[src/rtl/l2tlb_dr_arb.sv]
// l2tlb_dr_arb: shares the L2-to-directory request channel and the directory
// snack return channel between the L2 cache controller and the L2TLB.
// Requests are merged round-robin into a 2-entry FIFO, with the nodeid LSB
// stamped by source (0 = L2, 1 = L2TLB). Snacks are steered back by that bit.
// Per-source outstanding counters cap how many requests each side has in flight.
module l2tlb_dr_arb #(
    parameter int REQ_W         = 64,
    parameter int SNACK_W       = 64,
    parameter int REQ_NID_BIT   = 0,
    parameter int SNACK_NID_BIT = 0,
    parameter int MAX_OUT       = 4,
    parameter int CW            = 4
) (
    input  logic               clk,
    input  logic               reset,

    input  logic               l2_req_valid,
    output logic               l2_req_retry,
    input  logic [REQ_W-1:0]   l2_req,

    input  logic               tlb_req_valid,
    output logic               tlb_req_retry,
    input  logic [REQ_W-1:0]   tlb_req,

    output logic               l2todr_req_valid,
    input  logic               l2todr_req_retry,
    output logic [REQ_W-1:0]   l2todr_req,

    input  logic               drtol2_snack_valid,
    output logic               drtol2_snack_retry,
    input  logic [SNACK_W-1:0] drtol2_snack,

    output logic               l2_snack_valid,
    input  logic               l2_snack_retry,
    output logic [SNACK_W-1:0] l2_snack,

    output logic               tlb_snack_valid,
    input  logic               tlb_snack_retry,
    output logic [SNACK_W-1:0] tlb_snack,

    output logic [CW-1:0]      l2_outstanding,
    output logic [CW-1:0]      tlb_outstanding
);

    localparam logic [CW-1:0] MAX_C = CW'(MAX_OUT);
    localparam logic [CW-1:0] ONE_C = CW'(1);

    // Request FIFO state: two slots, read/write slot pointers and occupancy.
    logic [REQ_W-1:0] fifo_mem [2];
    logic             fifo_rd;
    logic             fifo_wr;
    logic [1:0]       fifo_cnt;

    // Round-robin pointer: 0 favours L2, 1 favours the L2TLB.
    logic             rr_ptr;

    logic [CW-1:0]    l2_cnt;
    logic [CW-1:0]    tlb_cnt;

    // Single-entry snack holding register.
    logic               sv;
    logic [SNACK_W-1:0] sdata;

    logic             l2_elig;
    logic             tlb_elig;
    logic             grant_l2;
    logic             grant_tlb;
    logic             deq;
    logic             space;
    logic             acc_l2;
    logic             acc_tlb;
    logic             enq;
    logic [REQ_W-1:0] enq_data;

    logic             snack_to_tlb;
    logic             drain;
    logic             snack_acc;
    logic             dec_l2;
    logic             dec_tlb;

    // Arbitration: a source competes only while below its outstanding cap.
    assign l2_elig   = l2_req_valid  && (l2_cnt  < MAX_C);
    assign tlb_elig  = tlb_req_valid && (tlb_cnt < MAX_C);
    assign grant_l2  = l2_elig  && (!tlb_elig || !rr_ptr);
    assign grant_tlb = tlb_elig && (!l2_elig  ||  rr_ptr);

    // A full FIFO still has room when its head leaves in the same cycle.
    assign deq   = (fifo_cnt != 2'd0) && !l2todr_req_retry;
    assign space = (fifo_cnt < 2'd2) || deq;

    assign acc_l2  = grant_l2  && space;
    assign acc_tlb = grant_tlb && space;
    assign enq     = acc_l2 || acc_tlb;

    assign l2_req_retry  = !acc_l2;
    assign tlb_req_retry = !acc_tlb;

    assign l2todr_req_valid = (fifo_cnt != 2'd0);
    assign l2todr_req       = fifo_mem[fifo_rd];

    // Stamp the winning payload with its source parity in the nodeid LSB.
    // NOTE: every signal written in always_comb is given a full default first,
    // so no path leaves it holding its old value and no latch is inferred.
    always_comb begin
        enq_data              = grant_tlb ? tlb_req : l2_req;
        enq_data[REQ_NID_BIT] = grant_tlb;
    end

    // Request FIFO: enqueue at the tail, dequeue from the head, track occupancy.
    // NOTE: state is updated with non-blocking assignments so every register
    // samples pre-edge values; the two slots are reset too so the payload
    // output is 0 rather than X straight out of reset.
    always_ff @(posedge clk or negedge reset) begin
        if (!reset) begin
            fifo_mem[0] <= '0;
            fifo_mem[1] <= '0;
            fifo_rd     <= 1'b0;
            fifo_wr     <= 1'b0;
            fifo_cnt    <= 2'd0;
        end else begin
            if (enq) begin
                fifo_mem[fifo_wr] <= enq_data;
                fifo_wr           <= ~fifo_wr;
            end
            if (deq) begin
                fifo_rd <= ~fifo_rd;
            end
            unique case ({enq, deq})
                2'b10:   fifo_cnt <= fifo_cnt + 2'd1;
                2'b01:   fifo_cnt <= fifo_cnt - 2'd1;
                default: fifo_cnt <= fifo_cnt;
            endcase
        end
    end

    // Round-robin pointer: after each accepted grant, favour the other source.
    always_ff @(posedge clk or negedge reset) begin
        if (!reset) begin
            rr_ptr <= 1'b0;
        end else if (acc_l2) begin
            rr_ptr <= 1'b1;
        end else if (acc_tlb) begin
            rr_ptr <= 1'b0;
        end
    end

    // Snack steering: the held snack's nodeid LSB selects its destination.
    assign snack_to_tlb       = sdata[SNACK_NID_BIT];
    assign l2_snack_valid     = sv && !snack_to_tlb;
    assign tlb_snack_valid    = sv &&  snack_to_tlb;
    assign l2_snack           = sdata;
    assign tlb_snack          = sdata;
    assign drain              = sv && (snack_to_tlb ? !tlb_snack_retry : !l2_snack_retry);
    assign drtol2_snack_retry = sv && !drain;
    assign snack_acc          = drtol2_snack_valid && !drtol2_snack_retry;

    // Snack register: refill on accept (also while draining), empty on drain alone.
    always_ff @(posedge clk or negedge reset) begin
        if (!reset) begin
            sv    <= 1'b0;
            sdata <= '0;
        end else if (snack_acc) begin
            sv    <= 1'b1;
            sdata <= drtol2_snack;
        end else if (drain) begin
            sv    <= 1'b0;
        end
    end

    assign dec_l2  = drain && !snack_to_tlb;
    assign dec_tlb = drain &&  snack_to_tlb;

    // Outstanding counters: +1 on accepted request, -1 (floored at 0) on delivered snack.
    always_ff @(posedge clk or negedge reset) begin
        if (!reset) begin
            l2_cnt  <= '0;
            tlb_cnt <= '0;
        end else begin
            unique case ({acc_l2, dec_l2})
                2'b10:   l2_cnt <= l2_cnt + ONE_C;
                2'b01:   l2_cnt <= (l2_cnt != '0) ? l2_cnt - ONE_C : l2_cnt;
                default: l2_cnt <= l2_cnt;
            endcase
            unique case ({acc_tlb, dec_tlb})
                2'b10:   tlb_cnt <= tlb_cnt + ONE_C;
                2'b01:   tlb_cnt <= (tlb_cnt != '0) ? tlb_cnt - ONE_C : tlb_cnt;
                default: tlb_cnt <= tlb_cnt;
            endcase
        end
    end

    assign l2_outstanding  = l2_cnt;
    assign tlb_outstanding = tlb_cnt;

endmodule

[config.mk]
export PLATFORM = sky130hd
export DESIGN_NAME = l2tlb_dr_arb
export DESIGN_NICKNAME = d
export VERILOG_FILES = /design/src/rtl/l2tlb_dr_arb.sv
export SDC_FILE = /design/constraint.sdc
export NUM_CORES = 1
export LEC_CHECK = 0
export CAP_MARGIN = 15
export CORE_AREA = 3 3 155 157
export CTS_BUF_LIST = sky130_fd_sc_hd__clkbuf_4 sky130_fd_sc_hd__clkbuf_8
export CTS_CLUSTER_DIAMETER = 150
export CTS_CLUSTER_SIZE = 20
export DETAILED_ROUTE_END_ITERATION = 8
export DIE_AREA = 0 0 158 160
export GPL_ROUTABILITY_DRIVEN = 0
export PLACE_DENSITY = 0.79
export SYNTH_ARGS = -nofsm -noshare
export SYNTH_HDL_FRONTEND = slang
export SYNTH_SLANG_ARGS = --single-unit
[constraint.sdc]
create_clock -name clk -period 5.2 [get_ports clk]
set_input_delay 1.56 -clock clk [delete_from_list [all_inputs] [get_ports clk]]
set_output_delay 1.56 -clock clk [all_outputs]
set_load 0.02 [all_outputs]
==> results of run 1 <==
[flip-flops by register name, summed over array words and instances (netlist names)]
name	flops
tlb_outstanding	4
rr_ptr	1
l2_snack	64
l2_outstanding	4
fifo_rd	1
fifo_mem	128
fifo_cnt	2
fifo_wr	1
sv	1
[worst paths after layout]
check | to | cells after the start
max | l2_req_retry | 5
min | fifo_mem[18] | 2
max reg2reg | l2_outstanding[2] | 8
min reg2reg | fifo_mem[18] | 2
max in group asynchronous | fifo_mem[13] | 2
min in group asynchronous | fifo_mem[56] | 1
[cells by family after synthesis]
group,after synthesis,share of synthesized area [%]
DFF,206,53.4
and+or+nand+nor,158,7.10
muxes,194,21.8
xor gates and xnor gates,9,0.817
buffers and inverters,122,7.87
AOI/OAI and AO/OA,148,8.27
adders and majority gates,5,0.726
[per-stage QoR]
stage | area (um^2) | power (mW) | hold slack [ps] | std cells | worst slack [ps]
finish | 13800 | 7.83 | 487 | 1452 | 202
global route | 13800 | 8.38 | 520 | 1452 | 81.7
CTS | 13700 | 7.95 | 494 | 1450 | 229
detailed placement | 13500 | 7.15 | 465 | 1433 | 229
global placement | 13500 | 7.04 | 455 | 1433 | 267
floorplan | 9650 | 5.29 | 444 | 842 | 1090
[cells in the final DEF, fill, tap and decap left out, types with 2 or more instances in the layout]
cell type,instances
mux2i_1,64
buf_4,14
clkbuf_8,16
clkdlybuf4s50_1,402
nand2_1,68
buf_12,4
and2_1,3
nor3_1,2
nor2b_1,2
o21ai_0,56
xor2_1,3
nor2_1,66
xnor2_1,6
diode_2,2
dfrtp_1,205
mux2_2,130
nand2b_1,2
o21ai_1,10
a21oi_1,66
o31a_1,4
or3b_1,2
a22o_1,2
ha_1,4
inv_1,7
[routing by layer]
layer	vias to the layer above	global-route usage, %	part of all wire, %
li1	3472	-	-
met1	3444	23.2	36
met2	278	37.0	51
met3	36	6.34	9.3
met4	0	7.24	3.0
met5	-	0	0
[layout make-up]
type | count | area (um^2) | share of cell area, %
timing repair buffer | 421 | 4220 | 30.7
antenna | 2 | 5.00 | 0.0364
clock inverter | 1 | 16.3 | 0.118
clock buffer | 16 | 214 | 1.56
inverter | 7 | 26.3 | 0.191
sequential | 206 | 5160 | 37.5
multi-input combinational | 514 | 3760 | 27.3
tap | 285 | 357 | 2.59
[worst min-delay path, cell delays in order, from the launching register on]
cell	delay, ps
dfrtp_1	360
nand2_1	40
o21ai_0	60
[power by group]
group	switching [mW]	internal, mW	total (mW)	leakage, nW
sequential	0.441	2.25	2.69	2.41
combinational	2.21	2.16	4.37	3.14
clock	0.497	0.279	0.775	0.120
total	3.15	4.68	7.83	5.67
==> results.yml, run 1 <==
yosys:
  syn-mean-instance-area_um2: 11.5
  synthCells: 842
  synth_area_leaders: "dfrtp_1, mux2_2, mux2i_1"
  yosys.area.top_type: "dfrtp_1"
  synth_ff_type: "dfrtp_1"
  ys_seq_area_share_pct: 53.4
  synth_edf_count: 0
  yosysTopAreaCellShare_pct: 53.4
  synth-seq-cells: 206
  yosys_warnings: 0
  postSynth.asyncResetShare_pct: 100
  yosys-top-cells-count: "dfrtp_1, mux2_2, buf_4, nand2_1"
  yosys.cell_count.top_type: "dfrtp_1"
  syn-num-nets: 1047
  synth_cell_types: 46
  synth_area_um2: 9650
placed_design:
  portBuffers: 403
  dp_hpwl_um: 20700
clock_tree:
  cts_htree_levels: 1
  root_buffer: "clkbuf_8"
  cts_sinks: 206
  cts_made_buffers: 14
  cts.clk_slew.worst_paths_ps: 120
  cts_buffer_depth: 3
  tritoncts: "built"
  clk-insertion-delay-late_ps: 510
  holdBufCountCts: 0
  cts_resized: 0
  cts_setup_buffers: 0
global_route:
  grt_pass1_wl_um: 41500
  grt_use_total_pct: 20.7
  gr-total-overflow: 0
  grt_max_degree: 104
  first_global_vias: 7434
  antenna_found_initial: 2
floorplanning:
  start_util_pct: 42.6
  core-area_um2: 22600
  die_h_um: 160
  die_w_um: 158
  io_pins: 406
  die-area_um2: 25300
  row_count: 55
worst_hold_path:
  worstHoldStart: "fifo_mem[18]"
  min_path_type: "reg2reg"
drt:
  avgRoutedWirePerCell_um: 18.5
  routed_wl_um: 26900
  num_vias: 7230
  antenna_left: 0
  firstDrtPassIters: 4
  vias_per_cell: 4.98
  drt_iter0_drc: 273
  drc: 0
final_layout:
  post-route-util_pct: 60.7
  finalNetCount: 1369
  area_growth_pct: 42.5
  drive_above_1_share_pct: 14.9
  fill_cells: 1874
setup_path:
  reg2reg_from: "l2_snack[0]"
  slowest_delay_ps: 660
  critical_path.most_common_cell: "clkdlybuf4s50_1"
  crit_chain: "clkdlybuf4s50_1 -> nor4bb_1 -> nor3_1 -> inv_1 -> clkdlybuf4s50_1"
  worstPathRequired_ps: 3640
  cp_num_buf_inv: 3
  crit_type: "in2out"
  crit_fanout: 3
  cp_slowest_cell: "clkdlybuf4s50_1"
  worstPathArrival_ps: 3440
  reg2reg_slack_ps: 2560
  cp_top_family: "buffers and inverters"
  cp-end-kind: "primary output"
  cp-start-kind: "primary input"
  crit_start: "tlb_req_valid"
status:
  status: "completed"
job:
  maxCapViolCount: 0
timing:
  setup_violations: 0
  fin_crit_ps: 5000
  tightest_slew_ps: 919
  slew-limit-headroom_pct: 38.8
  timing.final.hold_violations: 0
  fin_skew_ps: 16.9
  max_freq_mhz: 200
  fin_crit_sh_pct: 96.1
  setup_tns_ps: 0
  slew_violations: 0
  grt_setup_unrepaired: "no"
power:
  ir_drop_uv: 349
  p_leak_nw: 5.67
  pwr_density_cell_nw_per_um2: 569
(Power assumes the default switching activity.)
==> inputs of run 2 (changes only) <==
--- a/config.mk
+++ b/config.mk
@@ -9,11 +9,12 @@
 export CORE_AREA = 3 3 155 157
 export CTS_BUF_LIST = sky130_fd_sc_hd__clkbuf_4 sky130_fd_sc_hd__clkbuf_8
 export CTS_CLUSTER_DIAMETER = 150
-export CTS_CLUSTER_SIZE = 20
+export CTS_CLUSTER_SIZE = 24
 export DETAILED_ROUTE_END_ITERATION = 8
 export DIE_AREA = 0 0 158 160
 export GPL_ROUTABILITY_DRIVEN = 0
 export PLACE_DENSITY = 0.79
+export SKIP_CTS_REPAIR_TIMING = 1
 export SYNTH_ARGS = -nofsm -noshare
 export SYNTH_HDL_FRONTEND = slang
 export SYNTH_SLANG_ARGS = --single-unit
==> results.yml, run 2 (same netlist as run 1, synthesis figures left out) <==
status:
  status: "completed"
clock_tree:
  cts_htree_levels: 1
  cts_made_buffers: 12
  cts_sinks: 206
  tritoncts: "built"
  root_buffer: "clkbuf_8"
  cts_buffer_depth: 3
  cts.clk_slew.worst_paths_ps: 140
  clk-insertion-delay-late_ps: 500
setup_path:
  cp-end-kind: "primary output"
  worstPathArrival_ps: 3430
  critical_path.most_common_cell: "clkdlybuf4s50_1"
  cp-start-kind: "primary input"
  worstPathRequired_ps: 3640
  cp_num_buf_inv: 3
  cp_top_family: "buffers and inverters"
  crit_chain: "clkdlybuf4s50_1 -> nor4bb_1 -> nor3_1 -> inv_1 -> clkdlybuf4s50_1"
  slowest_delay_ps: 660
  crit_fanout: 3
  cp_slowest_cell: "clkdlybuf4s50_1"
  crit_type: "in2out"
drt:
  antenna_left: 0
  avgRoutedWirePerCell_um: 18.6
  routed_wl_um: 27000
  num_vias: 7239
  firstDrtPassIters: 4
  drt_iter0_drc: 251
  drc: 0
  vias_per_cell: 4.99
placed_design:
  portBuffers: 403
  dp_hpwl_um: 20700
  dpl_cell_area_um2: 13500
final_layout:
  top_register: "fifo_mem"
  design_area_um2: 13700
  finalNetCount: 1367
  area_growth_pct: 42.2
  final_common_cell: "clkdlybuf4s50_1"
  layout_common_cells: "clkdlybuf4s50_1, dfrtp_1, mux2_2"
  drive_above_1_share_pct: 14.8
  largest_register_ffs: 128
timing:
  timing.final.hold_violations: 0
  max_freq_mhz: 200
  grt_setup_unrepaired: "no"
  setup_violations: 0
  fin_crit_ps: 4990
  slew_violations: 0
  tightest_slew_ps: 916
  setup_tns_ps: 0
  fin_crit_sh_pct: 96.1
  fin_skew_ps: 20.7
  slew-limit-headroom_pct: 39.0
floorplanning:
  io_pins: 406
  die_w_um: 158
  row_count: 55
  core-area_um2: 22600
  die-area_um2: 25300
  start_util_pct: 42.6
  die_h_um: 160
power:
  p_int_mw: 4.65
  pwr_density_cell_nw_per_um2: 568
  p_sw_share_pct: 40.3
  p_comb_share_pct: 56.1
  switchingPower_mw: 3.14
  ir_drop_uv: 330
  pwr-share-clk_pct: 9.4
  p_leak_nw: 5.65
  p_seq_share_pct: 34.5
global_route:
  antenna_found_initial: 2
  first_global_vias: 7422
  gr-total-overflow: 0
  grt_pass1_wl_um: 41500
  grt_max_degree: 104
  grt_use_total_pct: 20.7
worst_hold_path:
  min_path_type: "reg2reg"
job:
  maxCapViolCount: 0
[run 2: changes by cell type in the layout (fill, tap and decap cells not counted), sizes merged]
cell / previous run / this run
clkbuf: 17 / 15
[run 2: power groups by stage]
stage	combinational [mW]	clock (mW)	sequential, mW
floorplan	2.56	0	2.73
global placement	4.35	0	2.68
detailed placement	4.42	0	2.73
CTS	4.43	0.771	2.69
global route	4.71	0.827	2.78
finish	4.37	0.734	2.68
[run 2: final cells by class]
class,count,area [um^2]
fillers,1873,8920
flip-flops and latches,206,5160
repair buffers,421,4220
multi-input cells,514,3760
well taps,285,357
clock buffers,14,186
inverters,7,26.3
clock inverters,1,11.3
diodes,2,5.00
[run 2: final timing paths]
path	start	to	slack [ps]	depth (start not counted)
min in group asynchronous	reset	fifo_mem[56]	1100	1
hold / removal	fifo_mem[18]	fifo_mem[18]	490	2
setup reg to reg	l2_snack[0]	l2_outstanding[2]	2540	8
hold reg to reg	fifo_mem[18]	fifo_mem[18]	490	2
setup / recovery	tlb_req_valid	l2_req_retry	210	5
max in group asynchronous	reset	fifo_mem[22]	2980	2
[run 2: routing by layer]
| metal | routed length [um] | track usage, % | part of all wire (%) |
|---|---|---|---|
| met2 | 13800 | 36.9 | 51 |
| met1 | 9960 | 23.4 | 37 |
| met5 | 0 | 0 | 0 |
| met3 | 2490 | 6.21 | 9.2 |
| met4 | 739 | 6.80 | 2.7 |
[run 2: tightest hold or removal path, stage by stage, from the launching register on]
cell and delay, ps:
dfrtp_1 360, nand2_1 40, o21ai_0 60
[run 2: stage by stage]
step	hold WS, ps	setup WS, ps	std cells	power, mW	util [%]
floorplan	444	1090	842	5.29	-
global placement	455	267	1433	7.04	59.7
detailed placement	465	229	1433	7.15	59.7
CTS	496	229	1448	7.89	60.6
global route	525	81.7	1450	8.32	60.6
finish	490	205	1450	7.79	60.6
==> inputs of run 3 (changes only) <==
==> constraint.sdc (replaced) <==
create_clock -name clk -period 5.2 [get_ports clk]
set_input_delay 0.52 -clock clk [delete_from_list [all_inputs] [get_ports clk]]
set_output_delay 0.52 -clock clk [all_outputs]
set_load 0.02 [all_outputs]
==> results.yml, run 3 (same netlist as run 1, synthesis figures left out) <==
timing:
  tightest_slew_ps: 1040
  slew_violations: 0
  slew-limit-headroom_pct: 30.7
  fin_crit_ps: 3560
  timing.final.hold_violations: 0
  max_freq_mhz: 281
  setup_violations: 0
  hold_slack_ps: 52.3
  grt_setup_unrepaired: "no"
  fin_skew_ps: 20.1
  setup_tns_ps: 0
  fin_crit_sh_pct: 68.5
power:
  p_seq_share_pct: 34.9
  p_sw_share_pct: 40.3
  p_int_mw: 4.62
  pwr_density_cell_nw_per_um2: 568
  pwr-share-clk_pct: 9.4
  switchingPower_mw: 3.12
  ir_drop_uv: 317
  p_comb_share_pct: 55.8
  p_leak_nw: 5.60
global_route:
  antenna_found_initial: 3
  first_global_vias: 7374
  gr-total-overflow: 0
  grt_use_total_pct: 20.1
  grt_max_degree: 127
  grt_pass1_wl_um: 40600
drt:
  vias_per_cell: 5.02
  antenna_left: 0
  firstDrtPassIters: 4
  avgRoutedWirePerCell_um: 18.4
  num_vias: 7222
  drc: 0
  routed_wl_um: 26500
  drt_iter0_drc: 314
setup_path:
  crit_chain: "buf_4 -> mux2_2 -> clkdlybuf4s50_1"
  slowest_delay_ps: 1000
  crit_type: "reg2out"
  cp-end-kind: "primary output"
  cp-start-kind: "register"
  worstPathArrival_ps: 3040
  worstPathRequired_ps: 4680
  crit_fanout: 39
  cp_slowest_cell: "dfrtp_2"
  reg2reg_slack_ps: 2570
final_layout:
  finalNetCount: 1357
  design_area_um2: 13600
  top_register: "fifo_mem"
  layout_common_cells: "clkdlybuf4s50_1, dfrtp_1, mux2_2"
  drive_above_1_share_pct: 14.1
  finalNonFillerCells: 1439
  area_growth_pct: 41.2
  largest_register_ffs: 128
  final_common_cell: "clkdlybuf4s50_1"
clock_tree:
  tritoncts: "built"
  cts_made_buffers: 12
  cts_buffer_depth: 3
  cts.clk_slew.worst_paths_ps: 140
  cts_sinks: 206
  cts_htree_levels: 1
  clk-insertion-delay-late_ps: 490
  root_buffer: "clkbuf_8"
floorplanning:
  row_count: 55
  die_w_um: 158
  core-area_um2: 22600
  start_util_pct: 42.6
  io_pins: 406
  die-area_um2: 25300
  die_h_um: 160
placed_design:
  dpl_cell_area_um2: 13400
  portBuffers: 403
  dp_hpwl_um: 20100
  placedCellCount: 1422
job:
  maxCapViolCount: 0
status:
  status: "completed"
worst_hold_path:
  min_path_type: "in2async"
## run 3: cell types whose count changed in the layout (fill, tap and decap cells not counted)
cell     change
buf_16       +1
buf_12       -3
buf_4        -8
diode_2      -1
## run 3: worst max-delay path: cells and delay by family, from the launching register on
| family | cells | cell delay (ps) |
|---|---|---|
| buf+inv | 2 | 1100 |
| flops | 1 | 1000 |
| mux | 1 | 390 |
## run 3: through the flow
stage / total power [mW] / worst slack (ps) / util [%]
final: 7.73 / 1640 / 60.2
after global routing: 8.25 / 1460 / 60.2
after CTS: 7.82 / 1560 / 60.0
after detailed placement: 7.08 / 2050 / 59.2
after global placement: 6.97 / 2020 / 59.2
after floorplan: 5.29 / 2750 / -
## run 3: final timing paths
kind,startpoint,end,depth (start not counted)
worst max register to register,l2_snack[0],l2_outstanding[2],8
max in group asynchronous,reset,l2_snack[31],2
worst min-delay path,reset,fifo_mem[120],1
min in group clk,fifo_mem[18],fifo_mem[18],2
worst max-delay path,fifo_rd,l2todr_req[42],3
worst min register to register,fifo_mem[18],fifo_mem[18],2
## run 3: power by group through the flow
| stage | clock network [mW] | logic [mW] | registers [mW] |
|---|---|---|---|
| after floorplan | 0 | 2.56 | 2.73 |
| after global placement | 0 | 4.27 | 2.70 |
| after detailed placement | 0 | 4.34 | 2.74 |
| after CTS | 0.763 | 4.35 | 2.71 |
| after global routing | 0.809 | 4.65 | 2.80 |
| final | 0.723 | 4.31 | 2.70 |
## run 3: layout make-up
cell class,count,area (um^2)
multi-input combinational,514,3760
tap,285,357
fill,1871,9010
clock inverter,1,11.3
antenna,1,2.50
clock buffer,14,186
inverter,7,26.3
timing repair buffer,411,4130
sequential,206,5160
## run 3: per-layer routing
| layer | up-vias | GRT usage (%) | part of all wire (%) |
|---|---|---|---|
| met5 | - | 0 | 0.060 |
| met4 | 4 | 5.20 | 2.2 |
| met3 | 29 | 5.96 | 9.0 |
| met2 | 256 | 36.1 | 52 |
| met1 | 3484 | 23.2 | 37 |
| li1 | 3449 | - | - |
